$ cat config.mk
export PLATFORM = sky130hd
export DESIGN_NAME = pokey_bus_sequencer_flat
export DESIGN_NICKNAME = d
export VERILOG_FILES = /design/src/rtl/pokey_bus_sequencer_if.sv /design/src/rtl/pokey_bus_sequencer.sv /design/src/flat_wrapper.sv
export SDC_FILE = /design/constraint.sdc
export NUM_CORES = 1
export LEC_CHECK = 0
export BUFFER_PORTS_ARGS = -buffer_cell sky130_fd_sc_hd__buf_2
export CAP_MARGIN = 40
export CORE_MARGIN = 4
export CORE_UTILIZATION = 36
export CTS_CLUSTER_DIAMETER = 40
export DETAILED_ROUTE_END_ITERATION = 10
export PLACE_DENSITY = 0.63
export SETUP_SLACK_MARGIN = 0.3
export SYNTH_ARGS = -nofsm -noshare
export SYNTH_HDL_FRONTEND = slang
export SYNTH_SLANG_ARGS = --single-unit
$ cat constraint.sdc
create_clock -name phi2 -period 2.35 [get_ports phi2]
set_clock_uncertainty 0.05 [all_clocks]
set_input_delay 0.47 -clock phi2 [delete_from_list [all_inputs] [get_ports phi2]]
set_output_delay 0.47 -clock phi2 [all_outputs]
set_load 0.03 [all_outputs]
$ cat src/rtl/pokey_bus_sequencer_if.sv
// Register-bus bundle for one POKEY: the CPU-side access port and the chip-side bus.
// The sequencer takes the master modport; the CPU/POKEY environment takes the slave.
interface pokey_bus_sequencer_if;
    logic       cpu_cs_n;
    logic       cpu_r_w_n;
    logic [3:0] cpu_a;
    logic [7:0] cpu_d;
    logic       cpu_rdy;

    logic       pk_cs_n;
    logic       pk_r_w_n;
    logic [3:0] pk_a;
    logic [7:0] pk_d;

    modport master (
        input  cpu_cs_n, cpu_r_w_n, cpu_a, cpu_d,
        output cpu_rdy,
        output pk_cs_n, pk_r_w_n, pk_a, pk_d
    );

    modport slave (
        output cpu_cs_n, cpu_r_w_n, cpu_a, cpu_d,
        input  cpu_rdy,
        input  pk_cs_n, pk_r_w_n, pk_a, pk_d
    );
endinterface

$ cat src/rtl/pokey_bus_sequencer.sv
// POKEY register-bus owner: wake delay, fixed init table, then CPU pass-through with
// POTGO strobes slipped into idle bus cycles.
module pokey_bus_sequencer #(
    parameter int         WAKE_CYCLES = 16,
    parameter int         POT_PERIOD  = 1024,
    parameter logic [7:0] AUDCTL_VAL  = 8'h00,
    parameter logic [7:0] SKCTL_VAL   = 8'h03
) (
    input  logic                  phi2,
    input  logic                  reset,
    pokey_bus_sequencer_if.master bus,
    output logic                  init_done,
    output logic                  pot_fire
);

    localparam logic [1:0] ST_WAKE = 2'd0;
    localparam logic [1:0] ST_INIT = 2'd1;
    localparam logic [1:0] ST_RUN  = 2'd2;

    localparam logic [15:0] WAKE_LAST = 16'(WAKE_CYCLES - 1);
    localparam bit          POT_EN    = (POT_PERIOD > 0);
    localparam logic [15:0] POT_LAST  = POT_EN ? 16'(POT_PERIOD - 1) : 16'd0;
    localparam logic [3:0]  INIT_LAST = 4'd10;
    localparam logic [3:0]  REG_POTGO = 4'hB;

    logic [1:0]  state_q,    state_d;
    logic [15:0] wake_cnt_q, wake_cnt_d;
    logic [3:0]  init_idx_q, init_idx_d;
    logic [15:0] pot_cnt_q,  pot_cnt_d;
    logic        pot_pend_q, pot_pend_d;

    logic        cpu_sel;
    logic        cpu_wr_potgo;
    logic        pot_wrap;
    logic [11:0] init_entry;

    // Init table: clear regs 0..7, AUDCTL, then SKCTL reset followed by its run value.
    function automatic logic [11:0] init_table(input logic [3:0] idx);
        case (idx)
            4'd8:    init_table = {4'h8, AUDCTL_VAL};
            4'd9:    init_table = {4'hF, 8'h00};
            4'd10:   init_table = {4'hF, SKCTL_VAL};
            default: init_table = {idx, 8'h00};
        endcase
    endfunction

    assign cpu_sel      = !bus.cpu_cs_n;
    assign cpu_wr_potgo = cpu_sel && !bus.cpu_r_w_n && (bus.cpu_a == REG_POTGO);
    assign pot_wrap     = POT_EN && (pot_cnt_q == POT_LAST);
    assign init_entry   = init_table(init_idx_q);

    // NOTE: every output and next-state signal gets a default first, so no path through
    // the case statement can leave one unassigned and infer a latch.
    always_comb begin
        state_d      = state_q;
        wake_cnt_d   = wake_cnt_q;
        init_idx_d   = init_idx_q;
        pot_cnt_d    = pot_cnt_q;
        pot_pend_d   = pot_pend_q;
        bus.pk_cs_n  = 1'b1;
        bus.pk_r_w_n = 1'b1;
        bus.pk_a     = 4'h0;
        bus.pk_d     = 8'h00;
        bus.cpu_rdy  = 1'b0;
        init_done    = 1'b0;
        pot_fire     = 1'b0;

        case (state_q)
            ST_WAKE: begin
                if (wake_cnt_q == WAKE_LAST) begin
                    state_d    = ST_INIT;
                    init_idx_d = 4'd0;
                end else begin
                    wake_cnt_d = wake_cnt_q + 16'd1;
                end
            end

            ST_INIT: begin
                bus.pk_cs_n  = 1'b0;
                bus.pk_r_w_n = 1'b0;
                bus.pk_a     = init_entry[11:8];
                bus.pk_d     = init_entry[7:0];
                if (init_idx_q == INIT_LAST) begin
                    state_d    = ST_RUN;
                    pot_cnt_d  = 16'd0;
                    pot_pend_d = 1'b0;
                end else begin
                    init_idx_d = init_idx_q + 4'd1;
                end
            end

            ST_RUN: begin
                bus.cpu_rdy = 1'b1;
                init_done   = 1'b1;

                if (!POT_EN || pot_wrap) pot_cnt_d = 16'd0;
                else                     pot_cnt_d = pot_cnt_q + 16'd1;

                // The CPU always owns the bus when selected; POTGO only fills gaps.
                if (cpu_sel) begin
                    bus.pk_cs_n  = 1'b0;
                    bus.pk_r_w_n = bus.cpu_r_w_n;
                    bus.pk_a     = bus.cpu_a;
                    bus.pk_d     = bus.cpu_d;
                end else if (pot_pend_q) begin
                    bus.pk_cs_n  = 1'b0;
                    bus.pk_r_w_n = 1'b0;
                    bus.pk_a     = REG_POTGO;
                    bus.pk_d     = 8'h00;
                    pot_fire     = 1'b1;
                end

                // A CPU POTGO already restarts the pots, so it absorbs any pending request.
                if (cpu_wr_potgo)  pot_pend_d = 1'b0;
                else if (pot_wrap) pot_pend_d = 1'b1;
                else if (pot_fire) pot_pend_d = 1'b0;
            end

            default: state_d = ST_WAKE;
        endcase
    end

    // NOTE: sequential state uses non-blocking assignments so every flop samples the
    // pre-edge value of its _d, independent of statement order.
    always_ff @(posedge phi2) begin
        if (reset) begin
            state_q    <= ST_WAKE;
            wake_cnt_q <= 16'd0;
            init_idx_q <= 4'd0;
            pot_cnt_q  <= 16'd0;
            pot_pend_q <= 1'b0;
        end else begin
            state_q    <= state_d;
            wake_cnt_q <= wake_cnt_d;
            init_idx_q <= init_idx_d;
            pot_cnt_q  <= pot_cnt_d;
            pot_pend_q <= pot_pend_d;
        end
    end

endmodule
$ cat src/flat_wrapper.sv
// flat-port wrapper written by rule: the top's interface ports become plain ports
module pokey_bus_sequencer_flat 
#(
    parameter int         WAKE_CYCLES = 16,
    parameter int         POT_PERIOD  = 1024,
    parameter logic [7:0] AUDCTL_VAL  = 8'h00,
    parameter logic [7:0] SKCTL_VAL   = 8'h03
)
  (phi2, reset, init_done, pot_fire, bus_cpu_cs_n, bus_cpu_r_w_n, bus_cpu_a, bus_cpu_d, bus_cpu_rdy, bus_pk_cs_n, bus_pk_r_w_n, bus_pk_a, bus_pk_d);
  pokey_bus_sequencer_if bus_i ();
  input  logic phi2;
  input  logic reset;
  output logic init_done;
  output logic pot_fire;
  input wire logic [$bits(bus_i.cpu_cs_n)-1:0] bus_cpu_cs_n;
  input wire logic [$bits(bus_i.cpu_r_w_n)-1:0] bus_cpu_r_w_n;
  input wire logic [$bits(bus_i.cpu_a)-1:0] bus_cpu_a;
  input wire logic [$bits(bus_i.cpu_d)-1:0] bus_cpu_d;
  output wire logic [$bits(bus_i.cpu_rdy)-1:0] bus_cpu_rdy;
  output wire logic [$bits(bus_i.pk_cs_n)-1:0] bus_pk_cs_n;
  output wire logic [$bits(bus_i.pk_r_w_n)-1:0] bus_pk_r_w_n;
  output wire logic [$bits(bus_i.pk_a)-1:0] bus_pk_a;
  output wire logic [$bits(bus_i.pk_d)-1:0] bus_pk_d;
  assign bus_i.cpu_cs_n = bus_cpu_cs_n;
  assign bus_i.cpu_r_w_n = bus_cpu_r_w_n;
  assign bus_i.cpu_a = bus_cpu_a;
  assign bus_i.cpu_d = bus_cpu_d;
  assign bus_cpu_rdy = bus_i.cpu_rdy;
  assign bus_pk_cs_n = bus_i.pk_cs_n;
  assign bus_pk_r_w_n = bus_i.pk_r_w_n;
  assign bus_pk_a = bus_i.pk_a;
  assign bus_pk_d = bus_i.pk_d;
  pokey_bus_sequencer #(.WAKE_CYCLES(WAKE_CYCLES), .POT_PERIOD(POT_PERIOD), .AUDCTL_VAL(AUDCTL_VAL), .SKCTL_VAL(SKCTL_VAL)) u_core (.phi2(phi2), .reset(reset), .bus(bus_i), .init_done(init_done), .pot_fire(pot_fire));
endmodule
==> metrics.csv, run 1 <==
stage,metric,value,unit
detailed_routing,wire per inst,14.5,um
placed_design,post-placement cell area,2750,um^2
die,die height,90.6,um
critical_path,Worst Setup Start Kind,flip-flop,
power_and_ir_drop,Pleak,1.16,nW
sta,min Tclk post-route,2.03,ns
sta,slew margin rel.,64.9,%
critical_path,CP arrival,1.51,ns
sta,Final Cycle Share,86.4,%
synth,proportion of synthesized area in mux cells,2.24,%
sta,"Hold Vio Cnt, Final",0,
power_and_ir_drop,power density cells,575,nW/um^2
sta,RSZ-0062 raised after global routing,yes,
sta,setup tns final,0,ns
die,width of the die,90.6,um
finish,Syn-to-layout area delta,30.0,%
critical_path,CP required,1.83,ns
synth,Synth cell types,55,
grt,gr usage total,14.6,%
synth,asr flop ratio synth,0,%
finish,diode count,0,
sta,"Slew Viols, Final",0,
detailed_routing,WL met3,295,um
synth,xor and xnor fraction of the mapped netlist area,3.92,%
critical_path,cell chain of the critical path,inv_2 > ha_4 > and3b_2 > and2_1 > buf_6,
power_and_ir_drop,Switching Fraction,34.3,%
grt,vias in the first global route,2219,
finish,final instance area,3190,um^2
synth,"Seq/Total Area, Yosys",31.8,%
die,# IOs,33,
power_and_ir_drop,VDD IR max,0.300,mV
detailed_routing,WL met1,2.87,mm
synth,Most used DFF post-synth,dfxtp_1,
clock_tree,CTS Buf Count,5,
hold_path,Worst Hold Class,in -> reg,
detailed_routing,DRT Wirelength,6.10,mm
clock_tree,clock sink total,39,
power_and_ir_drop,Internal,1.21,mW
power_and_ir_drop,sw power,0.631,mW
detailed_routing,DR vias/cell,5.78,
synth,post-synthesis compound-gate area fraction,19.6,%
synth,"EDFF count, synth",0,
synth,post-synthesis cell count,298,
sta,hold_ws,0.398,ns
synth,Post-Synth Simple-Gate Area,33.5,%
detailed_routing,via count,2441,
critical_path,CP Capture Type,primary output,
placed_design,GPL Wtd Cong,0.819,
placed_design,PortBufs,32,
placed_design,placed instance count,403,
finish,layout cells sized above 1,33.3,%
synth,Yosys reg bits,39,
die,Die ar.,8210,um^2
flow_run,max-cap violation count,0,
clock_tree,CTS H-tree lvls,2,
critical_path,FF-to-FF setup slack,0.38,ns
die,std cell rows,29,
detailed_routing,Routed Antenna Nets,0,
critical_path,maximum fanout along the worst path,8,
clock_tree,Clock Latency Late Sink,0.29,ns
die,Starting Density,37.8,%
grt,grt total ovfl,0,
sta,f_max,492,MHz
power_and_ir_drop,Seq pwr share,40.5,%
detailed_routing,DR pass1 iterations,4,
detailed_routing,DRC,0,
clock_tree,Root Driver,clkbuf_8,
placed_design,DP Wirelength,4.26,mm
synth,Mean Syn Cell Area,8.24,um^2
detailed_routing,initial DRC count,115,
power_and_ir_drop,clock network fraction of total power,25.5,%
clock_tree,Max clock buf depth,2,
grt,initial antenna violation count,0,
finish,Post-layout nets,370,
synth,Synth Warn #,0,
sta,Final Setup Violations,0,
die,core area,6490,um^2
run_status,status,finished clean,
critical_path,critical path class,reg -> out,
grt,global-route wire length before repair,10.1,mm
synth,Synth Area in Adders,4.58,%
synth,largest family of logic cells by synthesized area,simple AND/OR/NAND/NOR gates,
synth,synthesized area,2460,um^2
clock_tree,Worst-path clk slew,0.08,ns
clock_tree,cts hold-fix bufs,0,
finish,Final Instance Count excl. Fillers,422,
power_and_ir_drop,Comb pwr share,34.0,%
detailed_routing,top sig layer,met4,
synth,syn_nets,323,
grt,largest net degree at the start of global routing,29,
critical_path,"Slowest-stage cell, CP",dfxtp_2,
detailed_routing,Met2 Routed Length,2.88,mm
clock_tree,clock tree from TritonCTS,done,
sta,measured slew at the worst slew-check pin,0.514,ns
critical_path,crit-path max cell delay,0.34,ns
finish,Finished Core Util,49.2,%
-- critical path, delay by kind of cell (launching register included) --
kind	cells	cell delay (ns)
adders and majority gates	1	0.28
buffers and inverters	2	0.19
DFF	1	0.34
and+or+nand+nor	2	0.41
-- layout by cell type (no fill, tap or decap), drive strengths merged, types with 2 or more instances in the layout --
cell      n
clkbuf    6
o31ai     5
xnor2     7
nand3     9
buf      55
xor2      4
a31oi     7
a2111oi   2
a211oi    3
nor2     20
nand3b    4
and2      7
nand2    18
nor3      3
a21oi    24
or3b      2
nand4    14
inv      10
and3      2
a21o      3
nand2b    5
mux2      4
nand4b    3
a21boi    5
and3b     2
ha        9
or3       6
nor4b     2
nor2b    10
o41ai     2
and4      7
dfxtp    39
o21ai    15
or4       9
o211ai    2
o21a      3
nor4      4
-- cell usage after synthesis (5+ instances only) --
cell type / instances / area, um^2
dfxtp_1: 39 / 781
a21oi_1: 23 / 115
nor2_1: 20 / 75.1
nand2_1: 18 / 67.6
o21ai_0: 15 / 75.1
nand4_1: 14 / 87.6
clkbuf_1: 11 / 41.3
inv_1: 10 / 37.5
nor2b_1: 10 / 62.6
ha_1: 9 / 113
nand3_1: 9 / 45.0
a31oi_1: 7 / 43.8
and2_1: 7 / 43.8
or4_1: 7 / 52.6
xnor2_1: 7 / 61.3
and4_1: 6 / 52.6
or3_1: 6 / 37.5
a21boi_0: 5 / 37.5
nand2b_1: 5 / 31.3
o31ai_1: 5 / 37.5
-- cells by family (layout without fill, tap and decap cells) --
logic type | Yosys count | in the layout
AO/OA/AOI/OAI | 76 | 76
buffers and inverters | 25 | 72
adder cells (fa/ha/maj) | 9 | 9
AND/OR/NAND/NOR | 133 | 133
multiplexers | 5 | 5
flip-flops | 39 | 39
XOR/XNOR | 11 | 11
-- final timing paths --
kind | from | endpoint | depth (start not counted)
setup reg to reg | u_core.pot_cnt_q[1] | u_core.pot_pend_q | 5
hold reg to reg | u_core.pot_cnt_q[0] | u_core.pot_cnt_q[0] | 2
hold / removal | reset | u_core.pot_pend_q | 2
setup / recovery | u_core.state_q[1] | bus_pk_d[6] | 5
-- registers in the layout, indices dropped and copies added, names as in the netlist --
register           cells
u_core.init_idx_q      4
u_core.state_q         2
u_core.wake_cnt_q     16
u_core.pot_cnt_q      16
u_core.pot_pend_q      1
-- power groups by stage --
stage | sequential (mW) | combinational, mW | clock (mW)
final | 0.744 | 0.625 | 0.469
after global routing | 0.747 | 0.684 | 0.514
after CTS | 0.736 | 0.552 | 0.484
after detailed placement | 0.749 | 0.491 | 0
after global placement | 0.747 | 0.488 | 0
after floorplan | 0.740 | 0.362 | 0
-- through the flow --
| step | power, mW | worst slack (ns) |
|---|---|---|
| global placement | 1.23 | 0.274 |
| detailed placement | 1.24 | 0.244 |
| CTS | 1.77 | 0.293 |
| floorplan | 1.10 | 0.302 |
| finish | 1.84 | 0.318 |
| global route | 1.94 | 0.237 |
-- repair_timing --
item	in CTS	in global routing
setup endpoints to repair	23	31
buffers inserted	5	7
pin swaps	5	8
resized for setup	38	40
gates cloned	0	0
-- routing by layer --
metal / track usage, % / vias up
met5: 0 / -
met4: 4.97 / 0
met3: 3.33 / 4
met2: 23.3 / 54
met1: 19.1 / 1164
li1: - / 1219
-- cell type report --
type	count	area, um^2
multi-input cells	234	1760
inverters	10	40.0
well taps	77	96.3
flip-flops and latches	39	798
clock inverters	1	5.00
fillers	627	3300
clock buffers	6	82.6
repair buffers	55	408
Power figures use the tool's default switching activity.
==> run 2: changes to the inputs <==
--- a/config.mk
+++ b/config.mk
@@ -7,11 +7,10 @@
 export LEC_CHECK = 0
 export BUFFER_PORTS_ARGS = -buffer_cell sky130_fd_sc_hd__buf_2
 export CAP_MARGIN = 40
-export CORE_MARGIN = 4
-export CORE_UTILIZATION = 36
+export CORE_UTILIZATION = 58
 export CTS_CLUSTER_DIAMETER = 40
 export DETAILED_ROUTE_END_ITERATION = 10
-export PLACE_DENSITY = 0.63
+export PLACE_DENSITY = 0.89
 export SETUP_SLACK_MARGIN = 0.3
 export SYNTH_ARGS = -nofsm -noshare
 export SYNTH_HDL_FRONTEND = slang
==> run 2 against run 1 <==
Against the previous run:
- clock-buffer cell count up 1
- largest cell class unchanged
- first-iteration DRC count rose to 3.0 times the previous value
- combinational power grew 5.8%
- register-to-register slack got worse by 0.20 ns
- global-route usage is 15 points higher
- cell count fell by 7.1%
- highest routed layer unchanged
- sequential cell count unchanged
- design area is 1.4% lower
==> metrics.csv, run 2 (synthesis gave the netlist of run 1 again) <==
stage,metric,value,unit,change
sta,"Hold Vio Cnt, Final",0,,unchanged
grt,largest net degree at the start of global routing,19,,-34%
sta,slew margin rel.,59.4,%,-5.5 points
detailed_routing,DRC,0,,unchanged
power_and_ir_drop,Pleak,1.13,nW,-2.0%
finish,final instance area,3150,um^2,-1.4%
clock_tree,clock sink total,39,,unchanged
critical_path,CP arrival,2.30,ns,+0.79 ns
sta,Final Cycle Share,92.2,%,+5.7 points
power_and_ir_drop,VDD IR max,0.488,mV,+63%
detailed_routing,Routed Antenna Nets,0,,unchanged
finish,Syn-to-layout area delta,28.1,%,
power_and_ir_drop,power density cells,592,nW/um^2,+2.8%
die,die height,67.1,um,-26%
critical_path,worst r2r dst,u_core.pot_cnt_q[9],,
placed_design,DP Wirelength,3.97,mm,-7.0%
detailed_routing,via count,2582,,+5.8%
critical_path,FF-to-FF setup slack,0.18,ns,-0.20 ns
die,Starting Density,61.0,%,+23 points
critical_path,FF-to-FF path depth,5,,unchanged
clock_tree,CTS H-tree lvls,2,,unchanged
clock_tree,clock tree from TritonCTS,done,,
sta,Final Setup Violations,0,,unchanged
detailed_routing,DRT Wirelength,7.27,mm,+19%
hold_path,Worst Hold Depth,2,,unchanged
placed_design,post-placement cell area,2700,um^2,-1.8%
clock_tree,Worst-path clk slew,0.08,ns,about the same
run_status,status,finished clean,,
clock_tree,CTS Buf Count,5,,unchanged
finish,Final Instance Count excl. Fillers,392,,-7.1%
detailed_routing,DR vias/cell,6.59,,+14%
critical_path,RR Startpoint,u_core.pot_cnt_q[0],,
die,std cell rows,23,,-21%
sta,measured slew at the worst slew-check pin,0.602,ns,+0.0880 ns
finish,"commonest non-fill, non-tap cells in the layout","dfxtp_1 (32), a21oi_1 (20), nor2_1 (19), buf_2 (19), buf_4 (19)",,
grt,global-route wire length before repair,10.1,mm,-0.62%
placed_design,placed instance count,374,,-7.2%
critical_path,CP Capture Type,flip-flop,,
grt,vias in the first global route,2274,,+2.5%
finish,diode count,0,,unchanged
placed_design,PortBufs,32,,unchanged
die,# IOs,33,,unchanged
grt,gr usage total,29.2,%,+15 points
finish,Finished Core Util,78.1,%,+29 points
sta,setup tns final,0,ns,unchanged
clock_tree,Max clock buf depth,2,,unchanged
die,width of the die,67.1,um,-26%
finish,Post-layout nets,366,,-1.1%
clock_tree,Root Driver,clkbuf_8,,
sta,"Slew Viols, Final",0,,unchanged
sta,f_max,462,MHz,-6.2%
placed_design,GPL Wtd Cong,0.843,,+2.9%
detailed_routing,initial DRC count,342,,+200%
sta,hold_ws,0.439,ns,+0.0412 ns
detailed_routing,DR pass1 iterations,5,,+1
flow_run,max-cap violation count,0,,unchanged
clock_tree,Clock Latency Late Sink,0.29,ns,about the same
hold_path,Worst Hold Class,reg -> reg,,
detailed_routing,wire per inst,18.6,um,+28%
critical_path,CP required,2.49,ns,+0.66 ns
sta,min Tclk post-route,2.17,ns,+0.134 ns
critical_path,Worst Setup Start Kind,flip-flop,,
hold_path,Hold Crit Start,u_core.wake_cnt_q[1],,
critical_path,maximum fanout along the worst path,10,,+2
clock_tree,cts hold-fix bufs,0,,unchanged
hold_path,Worst Hold Path EP,u_core.wake_cnt_q[1],,
finish,Regs by FF count,"u_core.pot_cnt_q (16), u_core.wake_cnt_q (16), u_core.init_idx_q (4)",,
grt,grt total ovfl,0,,unchanged
die,Die ar.,4500,um^2,-45%
critical_path,critical path class,reg -> reg,,
finish,"most common cell after layout, fill and taps aside",dfxtp_1,,
die,core area,4030,um^2,-38%
sta,RSZ-0062 raised after global routing,yes,,
finish,layout cells sized above 1,32.5,%,-0.88 points
grt,initial antenna violation count,0,,unchanged
run 2: worst max path at each step:
stage	from	end	slack (ns)	depth (start not counted)
6_report	u_core.pot_cnt_q[0]	u_core.pot_cnt_q[9]	0.18	5
5_1_grt	u_core.pot_cnt_q[0]	u_core.pot_cnt_q[9]	0.13	5
4_1_cts	u_core.init_idx_q[1]	bus_pk_a[1]	0.26	6
3_5_place_dp	u_core.wake_cnt_q[0]	u_core.init_idx_q[2]	0.18	5
3_3_place_gp	u_core.wake_cnt_q[0]	u_core.init_idx_q[3]	0.28	5
2_1_floorplan	u_core.state_q[0]	bus_pk_a[0]	0.30	6
run 2: stage by stage:
| stage | setup WS [ns] | total power [mW] |
|---|---|---|
| final | 0.184 | 1.86 |
| after floorplan | 0.302 | 1.10 |
| after global routing | 0.130 | 1.94 |
| after detailed placement | 0.179 | 1.22 |
| after global placement | 0.281 | 1.21 |
| after CTS | 0.264 | 1.76 |
run 2: worst max-delay path: stages, from the launching register on:
cell and delay (ns):
dfxtp_1 0.40, ha_1 0.19, or3b_2 0.48, o41ai_1 0.52, a21o_2 0.34, nor2_1 0.08
run 2: layout make-up:
class	instances	area [um^2]
clock buffers	7	76.3
multi-input cells	234	1770
fillers	245	882
inverters	10	45.0
repair buffers	51	393
flip-flops and latches	39	797
well taps	50	62.6
clock inverters	1	5.00
run 2: timing repair:
action	in CTS	in global routing
pin swaps	5	8
setup buffers	7	3
endpoints found under the hold margin	0	0
gates resized for setup	39	43
setup endpoints to repair	16	34
run 2: where the power goes:
part	internal, mW	leakage [nW]	switching [mW]
combinational	0.284	0.773	0.377
clock	0.209	0.0422	0.242
sequential	0.700	0.319	0.0491
run 2: metal layers:
layer,part of all wire (%),GRT usage [%],vias to the layer above
li1,-,-,1209
met1,40,34.3,1221
met2,52,52.8,126
met3,5.1,4.28,26
met4,3.1,10.1,0
met5,0,0,-
